===== src/rtl/hazard_fwd_unit_pkg.sv =====
// hazard_fwd_unit_pkg
// Shared pipeline definitions for the hazard/forwarding unit. It holds the
// operand-select encodings driven into the EX operand muxes, the stall FSM
// state type, the hard-wired zero register index, and a helper that checks
// whether a producer's destination may feed a consumer's source.
// No ports (package).

package hazard_fwd_unit_pkg;

  // EX operand mux select encodings
  localparam logic [1:0] FWD_REG   = 2'b00;
  localparam logic [1:0] FWD_EXMEM = 2'b10;
  localparam logic [1:0] FWD_MEMWB = 2'b01;

  // $0 always reads as zero, so it never produces a dependency
  localparam logic [4:0] REG_ZERO  = 5'd0;

  typedef enum logic {
    RUN,
    STALL
  } stallState_e;

  // True when a write to 'dst' produces the value a read of 'src' needs
  function automatic logic regHit(input logic [4:0] dst, input logic [4:0] src);
    return (dst != REG_ZERO) && (dst == src);
  endfunction

endpackage


===== src/rtl/hazard_fwd_unit_if.sv =====
// hazard_fwd_unit_if
// Bundles the pipeline-facing signals of the hazard/forwarding unit.
//   master : the pipeline side, drives the ID and ID/EX fields, receives
//            the forwarding selects, stall/flush controls and counters.
//   slave  : the hazard unit itself.
// Signals:
//   id_rs, id_rt, id_uses_rt             register fields of the ID instruction
//   ex_rs, ex_rt, ex_wr_addr             register fields leaving ID/EX
//   ex_RegWrite, ex_MemRead, ex_Branch,
//   ex_JtoPC, ex_zero                    control/status of the EX instruction
//   fwdA, fwdB                           EX operand selects
//   pc_write, ifid_write, ifid_flush,
//   idex_bubble, pc_redirect             pipeline steering controls
//   stall_cnt, flush_cnt                 saturating event counters

interface hazard_fwd_unit_if #(
  parameter int CNT_W = 16
);

  logic [4:0]       id_rs;
  logic [4:0]       id_rt;
  logic             id_uses_rt;
  logic [4:0]       ex_rs;
  logic [4:0]       ex_rt;
  logic [4:0]       ex_wr_addr;
  logic             ex_RegWrite;
  logic             ex_MemRead;
  logic             ex_Branch;
  logic             ex_JtoPC;
  logic             ex_zero;
  logic [1:0]       fwdA;
  logic [1:0]       fwdB;
  logic             pc_write;
  logic             ifid_write;
  logic             ifid_flush;
  logic             idex_bubble;
  logic             pc_redirect;
  logic [CNT_W-1:0] stall_cnt;
  logic [CNT_W-1:0] flush_cnt;

  modport master (
    output id_rs, id_rt, id_uses_rt,
    output ex_rs, ex_rt, ex_wr_addr,
    output ex_RegWrite, ex_MemRead, ex_Branch, ex_JtoPC, ex_zero,
    input  fwdA, fwdB,
    input  pc_write, ifid_write, ifid_flush, idex_bubble, pc_redirect,
    input  stall_cnt, flush_cnt
  );

  modport slave (
    input  id_rs, id_rt, id_uses_rt,
    input  ex_rs, ex_rt, ex_wr_addr,
    input  ex_RegWrite, ex_MemRead, ex_Branch, ex_JtoPC, ex_zero,
    output fwdA, fwdB,
    output pc_write, ifid_write, ifid_flush, idex_bubble, pc_redirect,
    output stall_cnt, flush_cnt
  );

endinterface


===== src/rtl/hazard_fwd_unit_fwd_select.sv =====
// fwd_select
// Per-operand forwarding comparator. Picks where one EX source operand
// should come from, given the shadowed EX/MEM and MEM/WB destinations.
// Ports:
//   memRw_i, memWr_i  RegWrite / destination of the instruction in MEM
//   wbRw_i,  wbWr_i   RegWrite / destination of the instruction in WB
//   exReg_i           source register read by the EX instruction
//   fwdSel_o          operand select (FWD_REG / FWD_EXMEM / FWD_MEMWB)

module fwd_select
  import hazard_fwd_unit_pkg::*;
(
  input  logic       memRw_i,
  input  logic [4:0] memWr_i,
  input  logic       wbRw_i,
  input  logic [4:0] wbWr_i,
  input  logic [4:0] exReg_i,
  output logic [1:0] fwdSel_o
);

  // The younger producer (EX/MEM) holds the newest value, so it is checked
  // first; MEM/WB only forwards when EX/MEM does not match.
  always_comb begin
    fwdSel_o = FWD_REG;
    if (memRw_i && regHit(memWr_i, exReg_i)) begin
      fwdSel_o = FWD_EXMEM;
    end else if (wbRw_i && regHit(wbWr_i, exReg_i)) begin
      fwdSel_o = FWD_MEMWB;
    end
  end

endmodule


===== src/rtl/hazard_fwd_unit.sv =====
// hazard_fwd_unit
// Consumer-side companion to the ID/EX register. Each cycle it chooses the
// EX operand forwarding paths, inserts load-use bubbles and flushes the
// front end on taken branches/jumps. It keeps its own shadow of the EX/MEM
// and MEM/WB destinations, a small stall FSM and two event counters.
// Ports:
//   CLK   rising-edge clock
//   RSTn  asynchronous active-low reset
//   bus   hazard_fwd_unit_if.slave (see the interface for signal list)
// Parameters:
//   LOAD_STALL_CYC  bubbles per load-use hazard (1..3)
//   CNT_W           counter width

module hazard_fwd_unit
  import hazard_fwd_unit_pkg::*;
#(
  parameter int LOAD_STALL_CYC = 1,
  parameter int CNT_W          = 16
) (
  input  logic               CLK,
  input  logic               RSTn,
  hazard_fwd_unit_if.slave   bus
);

  localparam logic [1:0]       STALL_INIT = 2'(LOAD_STALL_CYC - 1);
  localparam logic [CNT_W-1:0] CNT_MAX    = '1;
  localparam logic [CNT_W-1:0] CNT_ONE    = {{(CNT_W-1){1'b0}}, 1'b1};

  stallState_e      state_q, stateD;
  logic [1:0]       stallLeft_q, stallLeftD;
  logic [4:0]       memWr_q, wbWr_q;
  logic             memRw_q, wbRw_q;
  logic [CNT_W-1:0] stallCnt_q, stallCntD;
  logic [CNT_W-1:0] flushCnt_q, flushCntD;

  logic taken;
  logic hz;
  logic pcWrite;
  logic ifidWrite;
  logic ifidFlush;
  logic idexBubble;
  logic pcRedirect;

  // Operand forwarding, one comparator per EX source operand
  fwd_select uFwdA (
    .memRw_i  (memRw_q),
    .memWr_i  (memWr_q),
    .wbRw_i   (wbRw_q),
    .wbWr_i   (wbWr_q),
    .exReg_i  (bus.ex_rs),
    .fwdSel_o (bus.fwdA)
  );

  fwd_select uFwdB (
    .memRw_i  (memRw_q),
    .memWr_i  (memWr_q),
    .wbRw_i   (wbRw_q),
    .wbWr_i   (wbWr_q),
    .exReg_i  (bus.ex_rt),
    .fwdSel_o (bus.fwdB)
  );

  // Pipeline steering. A taken redirect always wins over a load-use stall,
  // because the instruction in ID is about to be flushed anyway. While
  // reset is asserted the pipeline is forced to free-run with no flush,
  // so a reset in the middle of a stall releases the PC straight away.
  always_comb begin
    taken      = bus.ex_JtoPC || (bus.ex_Branch && bus.ex_zero);
    hz         = bus.ex_MemRead &&
                 (regHit(bus.ex_wr_addr, bus.id_rs) ||
                  (bus.id_uses_rt && regHit(bus.ex_wr_addr, bus.id_rt)));
    pcWrite    = 1'b1;
    ifidWrite  = 1'b1;
    ifidFlush  = 1'b0;
    idexBubble = 1'b0;
    pcRedirect = 1'b0;
    if (RSTn) begin
      if (taken) begin
        pcRedirect = 1'b1;
        ifidFlush  = 1'b1;
        idexBubble = 1'b1;
      end else if (state_q == STALL || hz) begin
        pcWrite    = 1'b0;
        ifidWrite  = 1'b0;
        idexBubble = 1'b1;
      end
    end
  end

  // Next-state for the stall FSM and the saturating counters. The first
  // bubble is issued from RUN, so STALL only covers the remaining
  // LOAD_STALL_CYC-1 cycles; with a single-cycle stall it is never entered.
  always_comb begin
    stateD     = state_q;
    stallLeftD = stallLeft_q;
    case (state_q)
      RUN: begin
        if (!taken && hz && (LOAD_STALL_CYC > 1)) begin
          stateD     = STALL;
          stallLeftD = STALL_INIT;
        end
      end
      STALL: begin
        if (taken || stallLeft_q <= 2'd1) begin
          stateD = RUN;
        end else begin
          stallLeftD = stallLeft_q - 2'd1;
        end
      end
      default: stateD = RUN;
    endcase

    stallCntD = stallCnt_q;
    if (!pcWrite && stallCnt_q != CNT_MAX) begin
      stallCntD = stallCnt_q + CNT_ONE;
    end
    flushCntD = flushCnt_q;
    if (pcRedirect && flushCnt_q != CNT_MAX) begin
      flushCntD = flushCnt_q + CNT_ONE;
    end
  end

  // State registers. The destination shadows follow the EX instruction down
  // the pipe every cycle; bubbles arrive with RegWrite low so they never
  // forward.
  always_ff @(posedge CLK or negedge RSTn) begin
    if (!RSTn) begin
      state_q     <= RUN;
      stallLeft_q <= 2'd0;
      memWr_q     <= REG_ZERO;
      memRw_q     <= 1'b0;
      wbWr_q      <= REG_ZERO;
      wbRw_q      <= 1'b0;
      stallCnt_q  <= '0;
      flushCnt_q  <= '0;
    end else begin
      state_q     <= stateD;
      stallLeft_q <= stallLeftD;
      memWr_q     <= bus.ex_wr_addr;
      memRw_q     <= bus.ex_RegWrite;
      wbWr_q      <= memWr_q;
      wbRw_q      <= memRw_q;
      stallCnt_q  <= stallCntD;
      flushCnt_q  <= flushCntD;
    end
  end

  assign bus.pc_write    = pcWrite;
  assign bus.ifid_write  = ifidWrite;
  assign bus.ifid_flush  = ifidFlush;
  assign bus.idex_bubble = idexBubble;
  assign bus.pc_redirect = pcRedirect;
  assign bus.stall_cnt   = stallCnt_q;
  assign bus.flush_cnt   = flushCnt_q;

endmodule


===== src/flat_wrapper.sv =====
// flat-port wrapper written by rule: the top's interface ports become plain ports
module hazard_fwd_unit_flat import hazard_fwd_unit_pkg::*;
#(
  parameter int LOAD_STALL_CYC = 1,
  parameter int CNT_W          = 16
)
  (CLK, RSTn, bus_id_rs, bus_id_rt, bus_id_uses_rt, bus_ex_rs, bus_ex_rt, bus_ex_wr_addr, bus_ex_RegWrite, bus_ex_MemRead, bus_ex_Branch, bus_ex_JtoPC, bus_ex_zero, bus_fwdA, bus_fwdB, bus_pc_write, bus_ifid_write, bus_ifid_flush, bus_idex_bubble, bus_pc_redirect, bus_stall_cnt, bus_flush_cnt);
  hazard_fwd_unit_if #(.CNT_W(CNT_W)) bus_i ();
  input  logic CLK;
  input  logic RSTn;
  input wire logic [$bits(bus_i.id_rs)-1:0] bus_id_rs;
  input wire logic [$bits(bus_i.id_rt)-1:0] bus_id_rt;
  input wire logic [$bits(bus_i.id_uses_rt)-1:0] bus_id_uses_rt;
  input wire logic [$bits(bus_i.ex_rs)-1:0] bus_ex_rs;
  input wire logic [$bits(bus_i.ex_rt)-1:0] bus_ex_rt;
  input wire logic [$bits(bus_i.ex_wr_addr)-1:0] bus_ex_wr_addr;
  input wire logic [$bits(bus_i.ex_RegWrite)-1:0] bus_ex_RegWrite;
  input wire logic [$bits(bus_i.ex_MemRead)-1:0] bus_ex_MemRead;
  input wire logic [$bits(bus_i.ex_Branch)-1:0] bus_ex_Branch;
  input wire logic [$bits(bus_i.ex_JtoPC)-1:0] bus_ex_JtoPC;
  input wire logic [$bits(bus_i.ex_zero)-1:0] bus_ex_zero;
  output wire logic [$bits(bus_i.fwdA)-1:0] bus_fwdA;
  output wire logic [$bits(bus_i.fwdB)-1:0] bus_fwdB;
  output wire logic [$bits(bus_i.pc_write)-1:0] bus_pc_write;
  output wire logic [$bits(bus_i.ifid_write)-1:0] bus_ifid_write;
  output wire logic [$bits(bus_i.ifid_flush)-1:0] bus_ifid_flush;
  output wire logic [$bits(bus_i.idex_bubble)-1:0] bus_idex_bubble;
  output wire logic [$bits(bus_i.pc_redirect)-1:0] bus_pc_redirect;
  output wire logic [$bits(bus_i.stall_cnt)-1:0] bus_stall_cnt;
  output wire logic [$bits(bus_i.flush_cnt)-1:0] bus_flush_cnt;
  assign bus_i.id_rs = bus_id_rs;
  assign bus_i.id_rt = bus_id_rt;
  assign bus_i.id_uses_rt = bus_id_uses_rt;
  assign bus_i.ex_rs = bus_ex_rs;
  assign bus_i.ex_rt = bus_ex_rt;
  assign bus_i.ex_wr_addr = bus_ex_wr_addr;
  assign bus_i.ex_RegWrite = bus_ex_RegWrite;
  assign bus_i.ex_MemRead = bus_ex_MemRead;
  assign bus_i.ex_Branch = bus_ex_Branch;
  assign bus_i.ex_JtoPC = bus_ex_JtoPC;
  assign bus_i.ex_zero = bus_ex_zero;
  assign bus_fwdA = bus_i.fwdA;
  assign bus_fwdB = bus_i.fwdB;
  assign bus_pc_write = bus_i.pc_write;
  assign bus_ifid_write = bus_i.ifid_write;
  assign bus_ifid_flush = bus_i.ifid_flush;
  assign bus_idex_bubble = bus_i.idex_bubble;
  assign bus_pc_redirect = bus_i.pc_redirect;
  assign bus_stall_cnt = bus_i.stall_cnt;
  assign bus_flush_cnt = bus_i.flush_cnt;
  hazard_fwd_unit #(.LOAD_STALL_CYC(LOAD_STALL_CYC), .CNT_W(CNT_W)) u_core (.CLK(CLK), .RSTn(RSTn), .bus(bus_i));
endmodule

===== config.mk =====
export PLATFORM = sky130hd
export DESIGN_NAME = hazard_fwd_unit_flat
export DESIGN_NICKNAME = d
export VERILOG_FILES = /design/src/rtl/hazard_fwd_unit_pkg.sv /design/src/rtl/hazard_fwd_unit_if.sv /design/src/rtl/hazard_fwd_unit_fwd_select.sv /design/src/rtl/hazard_fwd_unit.sv /design/src/flat_wrapper.sv
export SDC_FILE = /design/constraint.sdc
export NUM_CORES = 1
export LEC_CHECK = 0
export ABC_AREA = 0
export BUFFER_PORTS_ARGS = -buffer_cell sky130_fd_sc_hd__buf_2
export CAP_MARGIN = 10
export CORE_ASPECT_RATIO = 0.5
export CORE_MARGIN = 5
export CORE_UTILIZATION = 46
export DETAILED_ROUTE_END_ITERATION = 6
export HOLD_SLACK_MARGIN = 0.06
export PLACE_DENSITY = 0.76
export SYNTH_ARGS = -nofsm -noshare
export SYNTH_HDL_FRONTEND = slang
export SYNTH_SLANG_ARGS = --single-unit

===== constraint.sdc =====
create_clock -name CLK -period 1.56 [get_ports CLK]
set_input_delay 0.078 -clock CLK [delete_from_list [all_inputs] [get_ports CLK]]
set_output_delay 0.078 -clock CLK [all_outputs]
set_load 0.01 [all_outputs]

-- Word level (Yosys, flattened, before mapping)
Index checks and enable logic that the tools add are counted.
- register bits after elaboration: 47
- input port bits: 33
- output and inout bits: 41
- word-level logic and storage cells: 59
- add/subtract/negate cells: 3
- equality and inequality tests: 8
- magnitude comparators: 1
- reductions and logical operators: 24
- mux-type cells: 14
- bitwise logic cells: 1
- operators with widths (cell ; count):
    adder 16 x 1 -> 16 bit (second input constant) ; 2
    inequality test 16 bit (second input constant) ; 2
    == test 5 bit ; 6
    logical AND 1 bit ; 15
    nonzero test 5 bit ; 3
    two-way mux 1 bit ; 12
    logical OR 1 bit ; 4
    two-way mux 2 bit ; 2
    <= comparator 2 x 1 -> 1 bit (second input constant) ; 1
    AND reduction 2 bit ; 1
    subtractor 2 x 1 -> 2 bit (second input constant) ; 1
    logical NOT 1 bit ; 1
    inverter 1 bit ; 1

-- Depth between registers and ports, before layout
Gate-level depths: netlist (run 1).
- word-level depth: 11
- mapped depth: 8
- gate-level depth less buffers: 7

-- By module
From an unflattened synthesis (run 1), not the netlist that was laid out.
- cells, all modules: 221
- area total of the unflattened synthesis: 2407.3 µm²
- by module, submodules not included (module ; times used ; cells each ; area each (µm²) ; seq. area each (µm²)):
    hazard_fwd_unit ; 1 ; 181 ; 2104.5 ; 1176.1
    fwd_select ; 2 ; 20 ; 151.4 ; 0.0

-- Worst setup path before layout (run 1)
No wires, ideal clock.
- path type: flip-flop to output port
- start point: register u_core.memWr_q[0]
- end point: output bus_fwdA[0]
- cell stages (with the launch flop): 5
- data required time: 1.482 ns
- slack: -0.211 ns
- data arrival time: 1.693 ns
- buffers on the path: 0
- path through: dfrtp_1 > or4_1 > o21ai_0 > nor4_1 > nor4_1
- word-level cells in the longest chain between the ends: 4
- elaborated cells on any way between the ends: 5
- those cells by class: eq/ne (1); mux (1); reduce/logical (3)
- ends and longest elaborated chain (item ; RTL line ; text):
    start, declared ; hazard_fwd_unit.sv:31 ; logic [4:0] memWr_q, wbWr_q;
    start signal, assigned ; hazard_fwd_unit.sv:139 ; memWr_q <= bus.ex_wr_addr;
    == test 5 bit / nonzero test 5 bit (equally long branches) ; hazard_fwd_unit_pkg.sv:25 ; return (dst != REG_ZERO) && (dst == src);
    logical AND 1 bit (*) ; hazard_fwd_unit_pkg.sv:25 ;
    logical AND 1 bit (*) ; hazard_fwd_unit_fwd_select.sv:25 ; if (memRw_i && regHit(memWr_i, exReg_i)) begin
    two-way mux 2 bit (*) ; hazard_fwd_unit_fwd_select.sv:25 ;
    end, declared ; flat_wrapper.sv:22 ; output wire logic [$bits(bus_i.fwdA)-1:0] bus_fwdA;
Mark *: on every way between the ends. The rest lies on a longest branch, timed or not.

-- Worst setup path after layout (run 1)
- start point: register u_core.memWr_q[0]
- end point: output bus_fwdB[0]
- word-level cells in the longest chain between the ends: 4
- elaborated cells on any way between the ends: 5
- those cells by class: eq/ne (1); mux (1); reduce/logical (3)
- ends and longest elaborated chain (item ; RTL line ; text):
    == test 5 bit / nonzero test 5 bit (equally long branches) ; hazard_fwd_unit_pkg.sv:25 ;
    logical AND 1 bit (*) ; hazard_fwd_unit_pkg.sv:25 ;
    logical AND 1 bit (*) ; hazard_fwd_unit_fwd_select.sv:25 ;
    two-way mux 2 bit (*) ; hazard_fwd_unit_fwd_select.sv:25 ;
    end, declared ; flat_wrapper.sv:23 ; output wire logic [$bits(bus_i.fwdB)-1:0] bus_fwdB;
Marked as above.

==> reports/results.tsv, run 1 <==
metric	value	unit
wirelength	7340	µm
dp_slack	-0.161	ns
routabilityCongestion	0.821	
max_freq	519	MHz
worst_pin_slew	0.576	ns
worst-endpoint-arrival	1.85	ns
cts_tree	yes	
worst_clock_skew	0.0118	ns
startpoint_type	flip-flop	
critPathKind	flip-flop to primary output	
crit_cells	5	
instances_no_fill	440	
drv_slew	0	
place_inst	412	
r2r-start	u_core.bus.stall_cnt[1]	
multi_input_area	0.00141	mm²
avgViaCountPerCell	5.14	
n_fill_cell	315	
rr_endpoint	u_core.bus.stall_cnt[0]	
postLayoutSetupSlackWorst	-0.367	ns
antennaDiodeCount	0	
core	0.00498	mm²
drt_iter0_markers	126	
crit_top_cell	nor4_2	
leakagePower	1.89	nW
first_pass_iters	4	
setup_tns	-1.40	ns
clock-root-buffer	clkbuf_8	
syn_area_per_cell	11.0	µm²
die_area	0.00683	mm²
syn2layout_area_growth	59.3	%
drc	0	
cp.buffers_inverters	1	
port-buffer-count	73	
cts.sinks	47	
status	finished with violations	
h-tree-depth	2	
rsz0062_at_grt	true	
antenna_found_initial	0	
finalHoldViolCount	0	
yosysTopAreaCellShare	49.2	%
path_cells	or4_4 -> o21ai_4 -> nor4_2 -> nor4_2 -> buf_2	
total_power	3.09	mW
crit_path_end_kind	primary output	
grt_max_degree	34	
ant_nets	0	
fp.dieW	112	µm
crit_slowest_cell	or4_4	
synth_cell_type_count	38	
cp-startpoint	u_core.memWr_q[0]	
synth-seq-cells	47	
async_flop_share	100	%
ir_drop	0.000694	V
ios	74	
regArea	0.00118	mm²
numCtsBuffers	5	
cap_violations	0	
path_clk_slew	0.08	ns
setup_viol	8	
grt_pass1_wl	10900	µm
worstSkewPairLatency	0.30	ns
fin_crit	1.93	ns
start_util	48.1	%
slew_headroom	61.6	%
grt_pass1_vias	2342	
cts_buffer_depth	2	
routed-via-count	2262	
cpPeakStageDelay	0.56	ns
r2r_cells	8	
yosys.area.top_type	dfrtp_1	
layout.nets	405	
crit_end	bus_fwdB[0]	
hold_slack	0.0862	ns
r2r_slack	-0.09	ns
path_delay_family	simple AND/OR/NAND/NOR gates	
synthCells	218	
wire_per_inst	16.7	µm
drive_gt1_share	54.3	%
ys_seq_area_share	49.2	%
die_y	61.0	µm
violations	negative setup slack	
synthesis.area	0.00239	mm²
required	1.48	ns
grt_usage	20.0	%
dominantRegCellSynth	dfrtp_1	
dp_hpwl	4690	µm
powerDensity	810	mW/mm²
overflow	0	
num_rows	18	
synth-edff-count	0	
worstPathMaxFanout	2	
ys_warn_count	0	
hold_class	input port to asynchronous set/reset pin	
synth_area_leaders	dfrtp_1, xnor2_1, xor2_1	
synth_nets	254	
fin_crit_sh	124	%
==> cell usage after synthesis, types with 4 or more instances <==
| master | n |
|---|---|
| dfrtp_1 | 47 |
| nor4_1 | 5 |
| a21oi_1 | 4 |
| xnor2_1 | 30 |
| xor2_1 | 28 |
| nand2_1 | 17 |
| nand4_1 | 10 |
| and3_1 | 6 |
| nand3_1 | 16 |
| or4_1 | 5 |
| nor3_1 | 4 |
| nor2_1 | 5 |
==> layout by cell type, fill, tap and decap left out, drive strengths merged, types with 2 or more instances in the layout <==
master       Yosys  final
a21oi            4      4
a31oi            2      2
and2             3      3
and3             6      6
and4             4      4
buf              5    142
clkbuf           1      8
dfrtp           47     47
dlygate4sd3      0      7
ha               3      3
inv              3      3
mux2             3      3
nand2           17     17
nand3           17     17
nand4           10     10
nor2             6      6
nor2b            2      2
nor3             4      4
nor4             6      6
o21a             3      3
o21ai            2      2
or4              5      5
xnor2           30     30
xor2            28     28
==> where the power goes <==
part | internal (mW) | total, mW | leakage (nW) | switching [mW]
logic | 0.441 | 0.860 | 1.23 | 0.419
registers | 1.34 | 1.41 | 0.608 | 0.0707
clock network | 0.406 | 0.818 | 0.0515 | 0.412
==> metrics by stage <==
stage	util, %	cell area [µm²]
after floorplan	-	2430
after global placement	65.4	3260
after detailed placement	65.4	3260
after CTS	71.8	3570
after global routing	76.5	3810
final	76.5	3810
==> worst min-delay path by stage <==
stage / start / end / slack, ns / cells after the start
2_1_floorplan: RSTn / u_core.bus.flush_cnt[0] / -0.22 / 0
3_3_place_gp: RSTn / u_core.bus.flush_cnt[11] / -0.08 / 1
3_5_place_dp: RSTn / u_core.bus.flush_cnt[11] / -0.08 / 1
4_1_cts: RSTn / u_core.bus.flush_cnt[11] / 0.22 / 2
5_1_grt: RSTn / u_core.bus.flush_cnt[3] / 0.12 / 3
6_report: RSTn / u_core.bus.flush_cnt[3] / 0.09 / 3
==> tightest hold or removal path, delay by kind of cell <==
family   cells  cell delay (ns)
buf+inv      3             0.65
==> what timing repair did <==
item / CTS / global route
endpoints found under the setup margin: 25 / 36
setup buffers: 7 / 5
hold endpoints to repair: 53 / 4
pin swaps: 13 / 31
resized for setup: 21 / 45
hold buffers: 7 / 1
==> layer usage <==
metal,share of wire [%],GRT usage (%),up-vias
li1,-,-,1068
met1,42,23.2,1100
met2,52,38.8,84
met3,4.1,3.59,10
met4,1.6,6.68,0
met5,0,0,-
==> registers in the layout (all words and copies together), names as in the netlist <==
name / count
u_core.wbRw_q: 1
u_core.wbWr_q: 5
u_core.state_q: 1
u_core.memRw_q: 1
u_core.bus.flush_cnt: 16
u_core.bus.stall_cnt: 16
u_core.stallLeft_q: 2
u_core.memWr_q: 5
==> final cells by class <==
type / instances / share of cell area [%]
Multi-Input combinational cell: 162 / 36.9
Timing Repair Buffer: 150 / 26.9
Tap cell: 70 / 2.30
Inverter: 3 / 0.296
Sequential cell: 47 / 31.0
Clock buffer: 8 / 2.63
==> logic make-up (layout without fill, tap and decap cells) <==
| family | Yosys count | after routing | synth area share, % |
|---|---|---|---|
| AND/OR/NAND/NOR | 82 | 82 | 19.4 |
| XOR/XNOR | 58 | 58 | 21.2 |
| flip-flops | 47 | 47 | 49.2 |
| AO/OA/AOI/OAI | 16 | 16 | 4.81 |
| buffers and inverters | 9 | 161 | 2.41 |
| adder cells (fa/ha/maj) | 3 | 3 | 1.57 |
| multiplexers | 3 | 3 | 1.41 |
Power figures use the tool's default switching activity.
==> inputs of run 2 (changes only) <==
--- a/config.mk
+++ b/config.mk
@@ -9,7 +9,7 @@
 export BUFFER_PORTS_ARGS = -buffer_cell sky130_fd_sc_hd__buf_2
 export CAP_MARGIN = 10
 export CORE_ASPECT_RATIO = 0.5
-export CORE_MARGIN = 5
+export CORE_MARGIN = 2
 export CORE_UTILIZATION = 46
 export DETAILED_ROUTE_END_ITERATION = 6
 export HOLD_SLACK_MARGIN = 0.06
==> reports/results.tsv, run 2 (synthesized netlist as in run 1, its figures left out) <==
metric	value	unit
max_freq	510	MHz
crit_path_end_kind	primary output	
wire_per_inst	16.9	µm
path_cells	or4_4 -> o21ai_4 -> nor4_2 -> nor4_2 -> buf_2	
num_rows	18	
cap_violations	0	
start_util	48.1	%
ant_nets	0	
ir_drop	0.000786	V
worst-endpoint-arrival	1.88	ns
fin_crit	1.96	ns
p_seq_share	42.7	%
place_area	0.00325	mm²
clock-root-buffer	clkbuf_8	
routed-via-count	2329	
r2r_slack	-0.09	ns
path_clk_slew	0.09	ns
regArea	0.00118	mm²
postLayoutSetupSlackWorst	-0.402	ns
n_fill_cell	300	
worstPathMaxFanout	2	
grt_usage	24.3	%
p_sw	0.943	mW
grt_pass1_wl	10600	µm
violations	negative setup slack	
rr_endpoint	u_core.bus.stall_cnt[8]	
antenna_found_initial	1	
rsz0062_at_grt	true	
switching_share	28.6	%
grt_max_degree	34	
dp_hpwl	4500	µm
crit_slowest_cell	or4_4	
powerDensity	836	mW/mm²
layout.nets	411	
cts_tree	yes	
layout_commonest_cell	buf_2	
final_area	0.00394	mm²
die_area	0.00583	mm²
finalHoldViolCount	0	
multi_input_area	0.00147	mm²
worst_clock_skew	0.00945	ns
worst_pin_slew	0.441	ns
r2r_cells	8	
drc	0	
cts.sinks	47	
status	finished with violations	
crit_top_cell	nor4_2	
r2r-start	u_core.bus.stall_cnt[0]	
critPathKind	flip-flop to primary output	
layout_common_cells	buf_2, buf_4, dfrtp_1	
worstSkewPairLatency	0.31	ns
grt_pass1_vias	2239	
cts_buffer_depth	2	
first_pass_iters	4	
drv_slew	0	
routabilityCongestion	0.839	
core	0.00498	mm²
hold_class	input port to asynchronous set/reset pin	
fp.dieW	106	µm
drive_gt1_share	58.0	%
syn2layout_area_growth	64.8	%
total_power	3.30	mW
die_y	55.0	µm
port-buffer-count	73	
combPwrFrac	28.4	%
h-tree-depth	2	
p_int	2.35	mW
leakagePower	1.94	nW
setup_viol	15	
ios	74	
drt_iter0_markers	125	
numCtsBuffers	5	
cpPeakStageDelay	0.55	ns
fin_crit_sh	126	%
required	1.48	ns
pwr-share-clk	28.9	%
overflow	0	
avgViaCountPerCell	5.21	
wirelength	7550	µm
slew_headroom	70.6	%
startpoint_type	flip-flop	
## run 2: cell count changes in the layout (fill, tap and decap cells not counted), sizes merged
| cell | change |
|---|---|
| clkbuf | -2 |
| bufinv | +1 |
| buf | +6 |
| diode | +1 |
| clkinv | +1 |
## run 2: cell type report
class	instances	share of cell area (%)
Antenna cell	1	0.0635
Clock buffer	6	2.09
Clock inverter	2	0.889
Inverter	3	0.286
Multi-Input combinational cell	162	37.2
Sequential cell	47	29.9
Tap cell	70	2.22
Timing Repair Buffer	156	27.3
## run 2: per-layer routing
metal / share of wire, % / track usage [%]
met5: 0 / 0
met4: 4.1 / 10.5
met3: 3.1 / 5.62
met2: 54 / 51.2
met1: 39 / 24.3
## run 2: power groups by stage
stage               sequential, mW  clock (mW)  combinational [mW]
finish                        1.41       0.951               0.936
global route                  1.42        1.00                1.03
CTS                           1.41       0.947               0.845
detailed placement            1.43           0               0.776
global placement              1.42           0               0.752
floorplan                     1.52           0               0.242
## run 2: timing repair
item	CTS	global route
gates resized for setup	42	37
setup endpoints to repair	28	33
setup buffers	12	8
hold buffers	7	1
endpoints found under the hold margin	53	4
pin swaps	21	36
## run 2: how the worst max path moves through the flow
stage | from | endpoint | slack [ns] | depth (start not counted)
finish | u_core.memWr_q[0] | bus_fwdA[0] | -0.40 | 5
global route | u_core.memWr_q[3] | bus_fwdB[0] | -0.46 | 6
CTS | u_core.memWr_q[0] | bus_fwdA[0] | -0.40 | 5
detailed placement | bus_ex_wr_addr[3] | u_core.bus.stall_cnt[1] | -0.20 | 6
global placement | bus_ex_wr_addr[3] | u_core.bus.stall_cnt[1] | -0.12 | 6
floorplan | u_core.bus.flush_cnt[3] | u_core.bus.flush_cnt[1] | -0.04 | 6
## run 2: worst max-delay path: cells and delay by family, from the launching register on
| family | cells | cell delay, ns |
|---|---|---|
| AND/OR/NAND/NOR | 3 | 0.87 |
| flip-flops | 1 | 0.39 |
| AO/OA/AOI/OAI | 1 | 0.16 |
| buffers and inverters | 1 | 0.16 |
## run 2: stage by stage
stage          instances  hold WS, ns  setup TNS, ns  setup WS (ns)  utilization [%]
2_1_floorplan        218       -0.218        -0.0523        -0.0359                -
3_3_place_gp         411      -0.0829          -1.11         -0.123             65.3
3_5_place_dp         411      -0.0787          -2.69         -0.200             65.3
4_1_cts              438        0.229          -1.49         -0.397             74.5
5_1_grt              447        0.109          -2.71         -0.459             79.2
6_report             447       0.0574          -1.60         -0.402             79.2
